$ cat src/rtl/i2c_pkg.sv
// Shared I2C definitions: debug state encodings, R/W bit values and default address.
package i2c_pkg;

  typedef enum logic [3:0] {
    ST_IDLE      = 4'd0,
    ST_ADDR      = 4'd1,
    ST_ADDR_ACK  = 4'd2,
    ST_RX        = 4'd3,
    ST_RX_ACK    = 4'd4,
    ST_TX        = 4'd5,
    ST_TX_ACKCHK = 4'd6,
    ST_WAIT_STOP = 4'd7
  } state_t;

  localparam logic       READ         = 1'b1;
  localparam logic       WRITE        = 1'b0;
  localparam logic [6:0] DEFAULT_ADDR = 7'h2d;

endpackage

$ cat src/rtl/i2c_slave_if.sv
// Bus wires plus byte-level strobe interface between the I2C target and local logic.
interface i2c_slave_if;
  logic       sclk;
  logic       sda_in;
  logic       sda_out;
  logic [7:0] rx_data;
  logic       rx_valid;
  logic [7:0] tx_data;
  logic       tx_load;
  logic       busy;
  logic [3:0] state;

  modport slave (
    input  sclk, sda_in, tx_data,
    output sda_out, rx_data, rx_valid, tx_load, busy, state
  );

  modport master (
    output sclk, sda_in, tx_data,
    input  sda_out, rx_data, rx_valid, tx_load, busy, state
  );
endinterface

$ cat src/rtl/i2c_sync_edge.sv
// Multi-stage synchronizer preset high, followed by a rise/fall detector on the synced level.
module i2c_sync_edge #(
  parameter int unsigned SYNC_STAGES = 2
) (
  input  logic clk,
  input  logic rst,
  input  logic din,
  output logic level,
  output logic rise,
  output logic fall
);

  logic [SYNC_STAGES-1:0] sync_q;
  logic                   prev_q;

  always_ff @(posedge clk or posedge rst) begin
    if (rst) begin
      sync_q <= '1;
      prev_q <= 1'b1;
    end else begin
      sync_q <= {sync_q[SYNC_STAGES-2:0], din};
      prev_q <= sync_q[SYNC_STAGES-1];
    end
  end

  assign level = sync_q[SYNC_STAGES-1];
  assign rise  = level & ~prev_q;
  assign fall  = ~level & prev_q;

endmodule

$ cat src/rtl/i2c_slave.sv
// I2C target: oversampled START/STOP detection, 7-bit address match, byte receive with ACK
// and byte transmit from a local source with master ACK/NACK handling.
module i2c_slave
  import i2c_pkg::*;
#(
  parameter logic [6:0]  SLAVE_ADDR  = DEFAULT_ADDR,
  parameter int unsigned SYNC_STAGES = 2
) (
  input  logic           clk,
  input  logic           rst,
  i2c_slave_if.slave     bus
);

  logic scl_s, scl_rise, scl_fall;
  logic sda_s, sda_rise, sda_fall;

  i2c_sync_edge #(.SYNC_STAGES(SYNC_STAGES)) u_scl (
    .clk   (clk),
    .rst   (rst),
    .din   (bus.sclk),
    .level (scl_s),
    .rise  (scl_rise),
    .fall  (scl_fall)
  );

  i2c_sync_edge #(.SYNC_STAGES(SYNC_STAGES)) u_sda (
    .clk   (clk),
    .rst   (rst),
    .din   (bus.sda_in),
    .level (sda_s),
    .rise  (sda_rise),
    .fall  (sda_fall)
  );

  state_t     state_q, state_d;
  logic [2:0] cnt_q, cnt_d;
  logic [7:0] shift_q, shift_d;
  logic       rw_q, rw_d;
  logic       phase_q, phase_d;
  logic       sda_q, sda_d;
  logic [7:0] rx_data_q, rx_data_d;
  logic       rx_valid_q, rx_valid_d;
  logic       tx_load_q, tx_load_d;
  logic       busy_q, busy_d;

  logic       start_cond, stop_cond;
  logic [7:0] byte_in;

  assign start_cond = sda_fall & scl_s;
  assign stop_cond  = sda_rise & scl_s;
  assign byte_in    = {shift_q[6:0], sda_s};

  always_ff @(posedge clk or posedge rst) begin
    if (rst) begin
      state_q    <= ST_IDLE;
      cnt_q      <= '0;
      shift_q    <= '0;
      rw_q       <= WRITE;
      phase_q    <= 1'b0;
      sda_q      <= 1'b1;
      rx_data_q  <= '0;
      rx_valid_q <= 1'b0;
      tx_load_q  <= 1'b0;
      busy_q     <= 1'b0;
    end else begin
      state_q    <= state_d;
      cnt_q      <= cnt_d;
      shift_q    <= shift_d;
      rw_q       <= rw_d;
      phase_q    <= phase_d;
      sda_q      <= sda_d;
      rx_data_q  <= rx_data_d;
      rx_valid_q <= rx_valid_d;
      tx_load_q  <= tx_load_d;
      busy_q     <= busy_d;
    end
  end

  always_comb begin
    state_d    = state_q;
    cnt_d      = cnt_q;
    shift_d    = shift_q;
    rw_d       = rw_q;
    phase_d    = phase_q;
    sda_d      = sda_q;
    rx_data_d  = rx_data_q;
    rx_valid_d = 1'b0;
    tx_load_d  = 1'b0;
    busy_d     = busy_q;

    // Bus conditions override whatever the data path is doing.
    if (start_cond) begin
      state_d = ST_ADDR;
      cnt_d   = '0;
      sda_d   = 1'b1;
      phase_d = 1'b0;
    end else if (stop_cond) begin
      state_d = ST_IDLE;
      sda_d   = 1'b1;
      busy_d  = 1'b0;
    end else begin
      unique case (state_q)
        ST_IDLE: sda_d = 1'b1;

        ST_ADDR: begin
          if (scl_rise) begin
            shift_d = byte_in;
            cnt_d   = cnt_q + 3'd1;
            if (cnt_q == 3'd7) begin
              if (byte_in[7:1] == SLAVE_ADDR) begin
                rw_d    = byte_in[0] ? READ : WRITE;
                busy_d  = 1'b1;
                phase_d = 1'b0;
                state_d = ST_ADDR_ACK;
              end else begin
                busy_d  = 1'b0;
                state_d = ST_WAIT_STOP;
              end
            end
          end
        end

        // phase_q marks that the ACK low is already on the wire.
        ST_ADDR_ACK: begin
          if (scl_fall) begin
            if (!phase_q) begin
              sda_d   = 1'b0;
              phase_d = 1'b1;
            end else if (rw_q == READ) begin
              tx_load_d = 1'b1;
              sda_d     = bus.tx_data[7];
              shift_d   = {bus.tx_data[6:0], 1'b0};
              cnt_d     = '0;
              state_d   = ST_TX;
            end else begin
              sda_d   = 1'b1;
              cnt_d   = '0;
              state_d = ST_RX;
            end
          end
        end

        ST_RX: begin
          if (scl_rise) begin
            shift_d = byte_in;
            cnt_d   = cnt_q + 3'd1;
            if (cnt_q == 3'd7) begin
              rx_data_d  = byte_in;
              rx_valid_d = 1'b1;
              phase_d    = 1'b0;
              state_d    = ST_RX_ACK;
            end
          end
        end

        ST_RX_ACK: begin
          if (scl_fall) begin
            if (!phase_q) begin
              sda_d   = 1'b0;
              phase_d = 1'b1;
            end else begin
              sda_d   = 1'b1;
              cnt_d   = '0;
              state_d = ST_RX;
            end
          end
        end

        // Bit 7 went out on entry, so seven more falls shift bits 6..0 and the eighth releases.
        ST_TX: begin
          if (scl_fall) begin
            if (cnt_q == 3'd7) begin
              sda_d   = 1'b1;
              cnt_d   = '0;
              phase_d = 1'b0;
              state_d = ST_TX_ACKCHK;
            end else begin
              sda_d   = shift_q[7];
              shift_d = {shift_q[6:0], 1'b0};
              cnt_d   = cnt_q + 3'd1;
            end
          end
        end

        ST_TX_ACKCHK: begin
          if (scl_rise) begin
            if (sda_s) begin
              sda_d   = 1'b1;
              busy_d  = 1'b0;
              state_d = ST_WAIT_STOP;
            end else begin
              phase_d = 1'b1;
            end
          end else if (scl_fall && phase_q) begin
            tx_load_d = 1'b1;
            sda_d     = bus.tx_data[7];
            shift_d   = {bus.tx_data[6:0], 1'b0};
            cnt_d     = '0;
            state_d   = ST_TX;
          end
        end

        ST_WAIT_STOP: begin
          sda_d  = 1'b1;
          busy_d = 1'b0;
        end

        default: begin
          sda_d   = 1'b1;
          state_d = ST_IDLE;
        end
      endcase
    end
  end

  assign bus.sda_out  = sda_q;
  assign bus.rx_data  = rx_data_q;
  assign bus.rx_valid = rx_valid_q;
  assign bus.tx_load  = tx_load_q;
  assign bus.busy     = busy_q;
  assign bus.state    = state_q;

endmodule

$ cat src/flat_wrapper.sv
// flat-port wrapper written by rule: the top's interface ports become plain ports
module i2c_slave_flat import i2c_pkg::*;
#(
  parameter logic [6:0]  SLAVE_ADDR  = DEFAULT_ADDR,
  parameter int unsigned SYNC_STAGES = 2
)
  (clk, rst, bus_sclk, bus_sda_in, bus_tx_data, bus_sda_out, bus_rx_data, bus_rx_valid, bus_tx_load, bus_busy, bus_state);
  i2c_slave_if bus_i ();
  input  logic clk;
  input  logic rst;
  input wire logic [$bits(bus_i.sclk)-1:0] bus_sclk;
  input wire logic [$bits(bus_i.sda_in)-1:0] bus_sda_in;
  input wire logic [$bits(bus_i.tx_data)-1:0] bus_tx_data;
  output wire logic [$bits(bus_i.sda_out)-1:0] bus_sda_out;
  output wire logic [$bits(bus_i.rx_data)-1:0] bus_rx_data;
  output wire logic [$bits(bus_i.rx_valid)-1:0] bus_rx_valid;
  output wire logic [$bits(bus_i.tx_load)-1:0] bus_tx_load;
  output wire logic [$bits(bus_i.busy)-1:0] bus_busy;
  output wire logic [$bits(bus_i.state)-1:0] bus_state;
  assign bus_i.sclk = bus_sclk;
  assign bus_i.sda_in = bus_sda_in;
  assign bus_i.tx_data = bus_tx_data;
  assign bus_sda_out = bus_i.sda_out;
  assign bus_rx_data = bus_i.rx_data;
  assign bus_rx_valid = bus_i.rx_valid;
  assign bus_tx_load = bus_i.tx_load;
  assign bus_busy = bus_i.busy;
  assign bus_state = bus_i.state;
  i2c_slave #(.SLAVE_ADDR(SLAVE_ADDR), .SYNC_STAGES(SYNC_STAGES)) u_core (.clk(clk), .rst(rst), .bus(bus_i));
endmodule
$ cat config.mk
export PLATFORM = sky130hd
export DESIGN_NAME = i2c_slave_flat
export DESIGN_NICKNAME = d
export VERILOG_FILES = /design/src/rtl/i2c_pkg.sv /design/src/rtl/i2c_slave_if.sv /design/src/rtl/i2c_sync_edge.sv /design/src/rtl/i2c_slave.sv /design/src/flat_wrapper.sv
export SDC_FILE = /design/constraint.sdc
export NUM_CORES = 1
export LEC_CHECK = 0
export ABC_AREA = 1
export BUFFER_PORTS_ARGS = -buffer_cell sky130_fd_sc_hd__buf_2
export CORE_ASPECT_RATIO = 1.5
export CORE_MARGIN = 2
export CORE_UTILIZATION = 55
export CTS_CLUSTER_DIAMETER = 80
export DETAILED_ROUTE_END_ITERATION = 6
export GPL_TIMING_DRIVEN = 1
export PLACE_DENSITY = 0.78
export SLEW_MARGIN = 20
export SYNTH_ARGS = -nofsm -noshare
export SYNTH_HDL_FRONTEND = slang
export SYNTH_SLANG_ARGS = --single-unit
$ cat constraint.sdc
create_clock -name clk -period 2.3 [get_ports clk]
set_input_delay 0.115 -clock clk [delete_from_list [all_inputs] [get_ports clk]]
set_output_delay 0.115 -clock clk [all_outputs]
set_load 0.03 [all_outputs]
==> results of run 1 <==
cells by family after synthesis:
| family | Yosys count | share of synthesized area |
|---|---|---|
| AOI/OAI and AO/OA | 24 | 0.0643 |
| adders and majority gates | 3 | 0.0184 |
| buffers and inverters | 32 | 0.0686 |
| DFF | 34 | 0.421 |
| other | 1 | 0.00184 |
| and+or+nand+nor | 193 | 0.426 |
layer usage:
| metal | share of wire | routed length, um | vias up | track usage |
|---|---|---|---|---|
| met5 | 0 | 0 | - | 0 |
| met4 | 0.031 | 159 | 0 | 0.138 |
| li1 | - | - | 984 | - |
| met3 | 0.044 | 225 | 15 | 0.0418 |
| met1 | 0.39 | 1970 | 889 | 0.337 |
| met2 | 0.53 | 2710 | 69 | 0.474 |
power groups by stage:
stage	Combinational (mW)	Sequential (mW)	Clock, mW
3_5_place_dp	1.22	0.899	0
4_1_cts	1.24	0.888	0.464
2_1_floorplan	0.951	0.882	0
6_report	1.24	0.889	0.463
3_3_place_gp	1.21	0.892	0
5_1_grt	1.42	0.908	0.488
cell usage in the layout (no fill, tap or decap), drive strengths merged, types with 6 or more instances in the layout:
cell,Yosys,final
a21oi,7,7
o21ai,16,16
inv,26,26
dfrtp,27,27
dfstp,7,7
nand3,36,36
nor2,36,36
nand4,6,6
buf,6,28
nand2,111,111
clkbuf,0,7
stage by stage:
stage | worst slack (ns) | area [um2] | utilization | std cells | hold WS (ns)
floorplan | 0.659 | 2040 | - | 287 | 0.119
global route | 0.252 | 2320 | 0.642 | 363 | 0.228
CTS | 0.398 | 2320 | 0.642 | 363 | 0.206
detailed placement | 0.418 | 2200 | 0.608 | 352 | 0.221
finish | 0.397 | 2320 | 0.642 | 363 | 0.195
global placement | 0.453 | 2200 | 0.608 | 352 | 0.220
how the worst max path moves through the flow:
stage,from,end,slack [ns]
2_1_floorplan,u_core.bus.state[0],u_core.shift_q[0],0.66
4_1_cts,u_core.cnt_q[0],u_core.shift_q[4],0.40
6_report,u_core.cnt_q[0],u_core.shift_q[4],0.40
3_5_place_dp,u_core.cnt_q[0],u_core.shift_q[4],0.42
5_1_grt,u_core.cnt_q[0],u_core.shift_q[7],0.25
3_3_place_gp,u_core.cnt_q[0],u_core.shift_q[4],0.45
final cells by class:
type / instances / area, um2 / area share
clock inverters: 1 / 5.00 / 0.00216
well taps: 43 / 53.8 / 0.0232
inverters: 26 / 97.6 / 0.0421
flip-flops and latches: 34 / 860 / 0.371
clock buffers: 7 / 86.3 / 0.0372
multi-input cells: 221 / 1040 / 0.449
repair buffers: 31 / 175 / 0.0755
tightest hold or removal path: cells and delay by family:
kind | cells | cell delay (ns)
buffers and inverters | 1 | 0.09
AND/OR/NAND/NOR | 4 | 0.24
timing repair:
item                                   CTS  global route
endpoints found under the hold margin   29             0
resized for setup                        0             0
hold buffers                             3             0
registers in the layout, summed over array words and instances (netlist names), 2 cells and up:
signal               count
u_core.bus.rx_data       8
u_core.shift_q           8
u_core.bus.state         3
u_core.cnt_q             3
u_core.u_scl.sync_q      2
u_core.u_sda.sync_q      2
==> flow_metrics.tcl, run 1 <==
set metrics [dict create \
    start_kind "flop" \
    drtPass1Iterations 4 \
    peakVddDrop_mv 0.652 \
    syn2layout_area_growth_pct 13.6 \
    r2r_setup_slack_ns 0.40 \
    fill_cells 346 \
    cts_max_level 2 \
    switching_share 0.467 \
    wl_per_cell_um 14.0 \
    r2r_start "u_core.cnt_q[0]" \
    antenna_cells 0 \
    hold_viol 0 \
    drt_iter0_drc 67 \
    grt_pass1_wl_mm 8.74 \
    ys_async_sr_fraction 1.00 \
    path_delay_family "compound AO/OA/AOI/OAI gates" \
    nNetsFinal 334 \
    overflow 0 \
    drive_above_1_share 0.191 \
    setup_viol 0 \
    gp_congestion 1.03 \
    cp.required_ns 2.48 \
    antenna_found_initial 0 \
    drc 0 \
    hp-start "bus_tx_data[2]" \
    combinationalPowerShare 0.478 \
    period_needed_ns 1.90 \
    cp_slowest_cell "a31oi_2" \
    cts.sinks 34 \
    post_cts_buffers 0 \
    max-slew-margin-rel 0.631 \
    max_cap_violations 0 \
    wl_mm 5.07 \
    synth.yosys.warnings 0 \
    holdPathEnd "u_core.shift_q[3]" \
    die_h_um 78.6 \
    cp.depth 8 \
    synth.cells.most_frequent "nand2_1, nand3_1, nor2_1" \
    dp_hpwl_mm 3.88 \
    num_io_pins 28 \
    synth_top_area_frac 0.331 \
    synthTopCellsByArea "dfrtp_1, nand2_1, dfstp_2" \
    worstRegToRegCells 8 \
    syn_nets 302 \
    ys.flop_type "dfrtp_1" \
    hold_path_class "primary input to flop" \
    clk_pin_slew_worst_paths_ns 0.08 \
    switchingPower_mw 1.21 \
    grt_pass1_vias 1962 \
    cpPeakStageDelay_ns 0.46 \
    worstSetupPathType "flop to flop" \
    synthDistinctLibCells 25 \
    grt_usage 0.282 \
    slew_viol_final 0 \
    clock_skew_ns 0.0122 \
    finalSetupTns_ns 0 \
    syn_avg_cell_area_um2 7.11 \
    clockBufferDepth 2 \
    syn_inst 287 \
    synth-edff-count 0 \
    grt_setup_unrepaired "false" \
    grt_max_degree 35 \
    status "finished clean" \
    insertion_delay_ns 0.29 \
    p_int_mw 1.38 \
    fp.coreArea_um2 3610 \
    holdPathStages 5 \
    crit_path_end_kind "flop" \
    power.density_nw_per_um2 1120 \
    cp.arrival_ns 2.09 \
    initial_core_util 0.565 \
    die_width_um 53.8 \
    crit-reg2reg-capture "u_core.shift_q[4]" \
    sequentialPowerShare 0.343 \
    ys_ff_latch 34 \
    netlist_area_um2 2040 \
    cts_tree "done" \
    worst_pin_slew_ns 0.552 \
    p_clk_frac 0.179 \
    crit_buf_inv 1 \
    seq_area_frac_synth 0.421 \
    finalPower_mw 2.59 \
    io_buffers 26 \
    die_area_um2 4230 \
    cp_max_fo 9 \
    cts_root_buffer "clkbuf_8" \
    post-route-period-util 0.827 \
    vias 1957 \
    rows 27 \
    critical_path.cell_chain "ha_1 -> ha_1 -> inv_1 -> a21oi_1 -> a31oi_2 -> nand2_4 -> nand2_1 -> nand2_1" \
    viasPerCell 5.39 \
    leakagePower_nw 1.29 \
    post-synth-top-area-cell "dfrtp_1" \
    cts_buffers 5 \
    max_freq_mhz 525 \
    drtAntennaViolNets 0 \
    synth_most_common_cell "nand2_1" \
]
No activity file was read; power rests on OpenSTA's default activity.
==> run 2, diff against run 1 <==
- CORE_UTILIZATION: 55 -> 51
- PLACE_DENSITY: 0.78 -> 0.76
- clock period: 2.3 -> 1.6 ns (I/O delays scaled with it)
==> run 2 against run 1 <==
  * The flow now finishes with violations (setup timing)
  * Setup slack lost 0.51 ns
  * Routed wire length up 17%
  * Sequential cell count unchanged
  * First-iteration DRC count up 110%
  * Global-route usage is 0.87 points lower
  * Non-clock buffer count rose by 40
  * Critical path depth increased by 1
  * Via count increased by 13%
  * Clock power grew 110%
  * Die area rose by 7.3%
  * Critical path type unchanged
==> flow_metrics.tcl, run 2 (synthesis results as in run 1) <==
set metrics [dict create \
    violations "setup timing" \
    cp-startpoint "u_core.u_scl.sync_q[1]" \
    pre_cts_ws_ns -0.0395 \
    syn2layout_area_growth_pct 37.4 \
    hold_path_class "primary input to flop" \
    grt_usage 0.273 \
    vias 2209 \
    insertion_delay_ns 0.29 \
    r2r_setup_slack_ns -0.11 \
    die_width_um 55.7 \
    viasPerCell 5.45 \
    cts_root_buffer "clkbuf_8" \
    post-route-period-util 1.07 \
    drtAntennaViolNets 0 \
    grt_pass1_vias 2114 \
    gp_congestion 1.05 \
    die_h_um 81.5 \
    cp.required_ns 1.83 \
    grt_max_degree 35 \
    grt_pass1_wl_mm 9.57 \
    antenna_cells 0 \
    final_core_util 0.721 \
    io_buffers 26 \
    peakVddDrop_mv 1.63 \
    status "complete, but fails checks" \
    cp.arrival_ns 1.94 \
    placed_cell_area_um2 2450 \
    drive_above_1_share 0.367 \
    setup_ws_ns -0.111 \
    nNetsFinal 374 \
    rows 28 \
    drt_iter0_drc 141 \
    r2r_start "u_core.u_scl.sync_q[1]" \
    fin_cells 405 \
    crit_path_end_kind "flop" \
    drc 0 \
    max_freq_mhz 585 \
    cts_max_level 2 \
    die_area_um2 4540 \
    clk_pin_slew_worst_paths_ns 0.08 \
    fp.coreArea_um2 3890 \
    final_common_cell "nand2_1" \
    overflow 0 \
    wl_per_cell_um 14.7 \
    initial_core_util 0.525 \
    antenna_found_initial 0 \
    worstSetupPathType "flop to flop" \
    period_needed_ns 1.71 \
    layout_common_cells "nand2_1, buf_4, nand3_1" \
    hp-start "bus_tx_data[0]" \
    cts.sinks 34 \
    slew_viol_final 0 \
    cts_tree "done" \
    clock_skew_ns 0.0103 \
    design_area_um2 2810 \
    placedCellCount 386 \
    hold_viol 0 \
    max_cap_violations 0 \
    start_kind "flop" \
    grt_setup_unrepaired "true" \
    setup_viol 17 \
    num_io_pins 28 \
    leakagePower_nw 1.52 \
    dp_hpwl_mm 4.26 \
    clockBufferDepth 2 \
    finalPower_mw 4.68 \
    wl_mm 5.94 \
    drtPass1Iterations 5 \
    fin_hold_ws_ns 0.165 \
    power.density_nw_per_um2 1670 \
    cts_buffers 5 \
    finalSetupTns_ns -0.814 \
    cp_max_fo 7 \
]
==> run 2: path summary, 6_finish.rpt <==
kind,to,cells after the start
worst max-delay path,u_core.bus.state[2],9
worst min-delay path,u_core.shift_q[1],5
worst max register to register,u_core.bus.state[2],9
worst min register to register,u_core.u_sda.sync_q[1],0
max in group asynchronous,u_core.bus.sda_out,4
min in group asynchronous,u_core.bus.tx_load,4
==> run 2: cell type report <==
cell class              count  area (um2)
clock inverters             3        68.8
multi-input cells         221        1160
well taps                  45        56.3
clock buffers               5        68.8
repair buffers             71         487
inverters                  26        97.6
flip-flops and latches     34         863
fillers                   304        1080
==> run 2: worst max-delay path, cell delays in order (launching register included) <==
cell,delay (ns)
dfstp_2,0.64
nand2_4,0.08
nor2_4,0.25
nor2_2,0.06
nand2_1,0.11
nand3_2,0.11
nor2_4,0.14
buf_6,0.12
nand3_2,0.07
nand2_1,0.07
==> run 2: per-layer routing <==
metal,track usage,share of wire,wire length [um],up-vias
met5,0,0,0,-
met4,0.149,0.059,350,0
met3,0.0346,0.041,245,33
met2,0.502,0.53,3120,95
met1,0.307,0.37,2220,1019
li1,-,-,-,1062
==> run 2: what timing repair did <==
action                                 in CTS  in global routing
hold buffers                                3                  0
endpoints found under the hold margin      29                  0
gates resized for setup                     8                 28
pin swaps                                  15                 19
buffers inserted                            5                  3
setup endpoints to repair                   8                 25
==> run 2: where the power goes <==
group | internal, mW | switching (mW) | leakage, nW
registers | 1.07 | 0.203 | 0.430
logic | 0.969 | 1.47 | 1.02
clock network | 0.624 | 0.342 | 0.0683
total | 2.66 | 2.01 | 1.52
